[config.mk]
export PLATFORM = sky130hd
export DESIGN_NAME = bit8_add_flat
export DESIGN_NICKNAME = d
export VERILOG_FILES = /design/src/rtl/bit8_add_if.sv /design/src/rtl/bit8_add.sv /design/src/flat_wrapper.sv
export SDC_FILE = /design/constraint.sdc
export NUM_CORES = 1
export LEC_CHECK = 0
export BUFFER_PORTS_ARGS = -buffer_cell sky130_fd_sc_hd__buf_2
export CAP_MARGIN = 30
export CORE_UTILIZATION = 33
export DETAILED_ROUTE_END_ITERATION = 8
export SYNTH_ARGS = -nofsm -noshare
export SYNTH_HDL_FRONTEND = slang
export SYNTH_SLANG_ARGS = --single-unit
[constraint.sdc]
create_clock -name clk -period 1 [get_ports clk]
set_clock_uncertainty 0.1 [all_clocks]
set_input_delay 0.15 -clock clk [delete_from_list [all_inputs] [get_ports clk]]
set_output_delay 0.15 -clock clk [all_outputs]
set_load 0.02 [all_outputs]
[src/rtl/bit8_add_if.sv]
// rtl/bit8_add_if.sv - operand/result bundle for the registered ripple-carry adder
// master drives operands and samples results; slave is the adder side.
interface bit8_add_if #(
  parameter int WIDTH = 8
);
  logic             in_valid;
  logic [WIDTH-1:0] a;
  logic [WIDTH-1:0] b;
  logic             cin;
  logic [WIDTH:0]   sum;
  logic             cout;
  logic             out_valid;

  modport master (
    output in_valid, a, b, cin,
    input  sum, cout, out_valid
  );

  modport slave (
    input  in_valid, a, b, cin,
    output sum, cout, out_valid
  );
endinterface

[src/rtl/bit8_add.sv]
// rtl/bit8_add.sv - registered ripple-carry adder built from 1-bit full-adder cells
// One-cycle latency, one operation per cycle; results hold while in_valid is low.
module bit8_add_fa (
  input  logic a_i,
  input  logic b_i,
  input  logic c_i,
  output logic s_o,
  output logic c_o
);
  logic p;

  assign p   = a_i ^ b_i;
  assign s_o = p ^ c_i;
  assign c_o = (a_i & b_i) | (c_i & p);
endmodule

module bit8_add #(
  parameter int WIDTH = 8
) (
  input  logic         clk,
  input  logic         rst,
  bit8_add_if.slave    bus
);
  logic [WIDTH:0]   carry;
  logic [WIDTH-1:0] s;
  logic [WIDTH:0]   sum_d, sum_q;
  logic             cout_d, cout_q;
  logic             out_valid_d, out_valid_q;

  assign carry[0] = bus.cin;

  for (genvar i = 0; i < WIDTH; i++) begin : g_cell
    bit8_add_fa u_fa (
      .a_i (bus.a[i]),
      .b_i (bus.b[i]),
      .c_i (carry[i]),
      .s_o (s[i]),
      .c_o (carry[i+1])
    );
  end

  // Idle cycles keep the last result visible but mark it stale.
  always_comb begin
    sum_d       = sum_q;
    cout_d      = cout_q;
    out_valid_d = 1'b0;
    if (bus.in_valid) begin
      sum_d       = {carry[WIDTH], s};
      cout_d      = carry[WIDTH];
      out_valid_d = 1'b1;
    end
  end

  always_ff @(posedge clk or posedge rst) begin
    if (rst) begin
      sum_q       <= '0;
      cout_q      <= 1'b0;
      out_valid_q <= 1'b0;
    end else begin
      sum_q       <= sum_d;
      cout_q      <= cout_d;
      out_valid_q <= out_valid_d;
    end
  end

  assign bus.sum       = sum_q;
  assign bus.cout      = cout_q;
  assign bus.out_valid = out_valid_q;
endmodule

[src/flat_wrapper.sv]
// flat-port wrapper written by rule: the top's interface ports become plain ports
module bit8_add_flat 
#(
  parameter int WIDTH = 8
)
  (clk, rst, bus_in_valid, bus_a, bus_b, bus_cin, bus_sum, bus_cout, bus_out_valid);
  bit8_add_if #(.WIDTH(WIDTH)) bus_i ();
  input  logic clk;
  input  logic rst;
  input wire logic [$bits(bus_i.in_valid)-1:0] bus_in_valid;
  input wire logic [$bits(bus_i.a)-1:0] bus_a;
  input wire logic [$bits(bus_i.b)-1:0] bus_b;
  input wire logic [$bits(bus_i.cin)-1:0] bus_cin;
  output wire logic [$bits(bus_i.sum)-1:0] bus_sum;
  output wire logic [$bits(bus_i.cout)-1:0] bus_cout;
  output wire logic [$bits(bus_i.out_valid)-1:0] bus_out_valid;
  assign bus_i.in_valid = bus_in_valid;
  assign bus_i.a = bus_a;
  assign bus_i.b = bus_b;
  assign bus_i.cin = bus_cin;
  assign bus_sum = bus_i.sum;
  assign bus_cout = bus_i.cout;
  assign bus_out_valid = bus_i.out_valid;
  bit8_add #(.WIDTH(WIDTH)) u_core (.clk(clk), .rst(rst), .bus(bus_i));
endmodule
==> results.toml <==
[yosys]
yosysWarnings = 0
synthTopCellsByArea = "dfrtp_1 44%, fa_1 28%, mux2_4 11%"
synth_seq_cells = 10
netlist_instances = 40
netlist.area_leader.share = 0.4405
syn_nets = 68
syn_area_sq_um = 568.0
yosysTopAreaCell = "dfrtp_1"
synth.distinct_cells = 9
ys_seq_area_frac = 0.4405
synth_area_per_cell_sq_um = 14.20

[worst_setup_path]
critPathRequiredTime_ns = 1.10
crit_top_cell = "fa_2"
ff2ff_path_depth = 2
arrival_ns = 3.21
path_class = "input pin to register"
r2r-end = "u_core.bus.sum[5]$_DFFE_PP0P_"
regToRegStartpoint = "u_core.bus.sum[5]$_DFFE_PP0P_"
worstSetupStartpointType = "input pin"
cp-startpoint = "bus_cin"
crit_family = "adder cells"
slowest_delay_ns = 0.43
reg2reg_slack_ns = 0
end_kind = "register"
worstPathCellList = "buf_8, inv_12, fa_2, inv_2, fa_2, fa_2, fa_2, fa_2, fa_2, fa_2, inv_2, fa_1, a21oi_2"
critical_path_buf_inv_count = 4
crit_fanout = 1
slowest_stage = "fa_1"

[clocking]
cts-root-to-sink-buffers = 2
clock_sinks = 10
clk_pin_slew_worst_paths_ns = 0.07
cts_buffers = 3
cts_tree = "built"
clkLatencyLatePin_ns = 0.26
root_buffer = "clkbuf_4"
ctsHtreeMaxLevel = 1

[cells_and_area]
fillers = 128
drive_gt1_frac = 0.7403
final_core_util = 0.5947
final_common_cell = "buf_2"
area_delta_synth_final_pct = 63.22
diodes = 0
layout_common_cells = "17 x buf_2, 12 x buf_6, 10 x dfrtp_1"
final_nets = 106

[power]
power_density_nw_per_um2 = 1650
power_leakage_uw = 0.0004594
irDropWorstVdd_mv = 0.9661

[timing]
max_freq_ghz = 0.3215
slew-limit-headroom = 0.7546
rsz0062_at_grt = "true"
finalSetupViolCount = 19
setup_ws_ns = -2.110
fin_crit_sh = 3.110
fin_crit_ns = 3.110
hold_viol = 0
tightest_slew_ns = 0.3678
final_max_slew_viol_count = 0

[global_route]
grt_pass1_vias = 438
grt_max_degree = 14
grt-ovfl-total = 0
grt_usage = 0.1345
antenna_found_initial = 0
grt_first_pass_wirelength_um = 1800

[detailed_routing]
ant_nets = 0
via_per_inst = 4.333
drc = 1
dr_total_vias = 403
avgRoutedWirePerCell_um = 10.78
initialDrtViolationCount = 8
routed_wl_um = 1003
first_pass_iters = 5

[worst_hold_path]
hold_class = "input pin to register"
hp-start = "bus_in_valid"
hold_path_depth = 1
min_to = "u_core.bus.out_valid$_DFF_PP0_"

[floorplanning]
die_area_sq_um = 1891
placementRows = 14
initial_core_util = 0.3644
io_pins = 31
die_h_um = 43.49
fp.dieW_um = 43.49
coreArea_sq_um = 1559

[outcome]
outcome = "complete, but fails checks"
violations = "design-rule violations, negative setup slack"

[place]
io_buffers = 30
pre_cts_slack_ns = -2.478
place.gp.congestion = 0.6346

[flow_run]
maxCapViolations = 0
-- power by group --
part           total (uW)  internal [uW]  leakage (uW)  switching (uW)
sequential            544            485      0.000115            58.9
combinational         631            373      0.000323             258
clock                 356            221     0.0000210             135
-- layout make-up --
cell class / instances / area, sq um / share of cell area
sequential: 10 / 250.2 / 0.2699
multi-input combinational: 20 / 297.8 / 0.3212
tap: 16 / 20.02 / 0.02159
timing repair buffer: 35 / 275.3 / 0.2969
inverter: 8 / 47.55 / 0.05128
clock buffer: 4 / 36.28 / 0.03914
-- cells in the mapped netlist (all sizes together) --
| master | instances |
|---|---|
| a21oi | 3 |
| fa | 8 |
| inv | 8 |
| nor2 | 3 |
| mux2 | 6 |
| dfrtp | 10 |
| buf | 2 |
-- layer usage --
layer	vias to the layer above	GRT usage	routed length, um
met2	16	0.1939	502
met3	0	0.07500	63
met5	-	0	0
li1	193	-	-
met4	0	0.01875	0
met1	194	0.1836	436
-- worst max-delay path by stage --
stage,endpoint,depth (start not counted)
after floorplan,u_core.bus.sum[7]$_DFFE_PP0P_,12
after global routing,u_core.bus.sum[7]$_DFFE_PP0P_,13
final,u_core.bus.sum[7]$_DFFE_PP0P_,13
after detailed placement,u_core.bus.sum[7]$_DFFE_PP0P_,13
after CTS,u_core.bus.sum[7]$_DFFE_PP0P_,13
after global placement,u_core.bus.sum[7]$_DFFE_PP0P_,13
-- through the flow --
stage	area [sq um]	hold WS (ns)	total power (uW)	setup TNS, ns	std cells
floorplan	610.6	-0.1098	835.9	-11.14	40
global placement	762.0	0.03746	994.6	-13.06	84
detailed placement	762.0	0.03915	1002	-13.18	84
CTS	923.4	0.06486	1552	-10.82	93
global route	927.1	0.07543	1632	-11.53	93
finish	927.1	0.07847	1530	-10.63	93
-- kinds of logic (layout without fill, tap and decap cells) --
kind of cell | after synthesis | count (layout) | share of synthesized area
AOI/OAI and AO/OA | 3 | 3 | 0.02642
adders and majority gates | 8 | 8 | 0.2819
buffers and inverters | 10 | 47 | 0.08591
DFF | 10 | 10 | 0.4405
muxes | 6 | 6 | 0.1454
and+or+nand+nor | 3 | 3 | 0.01982
-- flip-flops by register name, indices dropped and copies added (netlist names) --
register,flops
u_core.bus.out_valid,1
u_core.bus.sum,9
-- timing repair --
item | 4_1_cts | 5_1_grt
pin swaps | 0 | 1
hold buffers | 1 | 0
setup buffers | 4 | 0
gates resized for setup | 27 | 1
endpoints found under the setup margin | 19 | 19
endpoints found under the hold margin | 10 | 0
No activity file was read; power rests on OpenSTA's default activity.
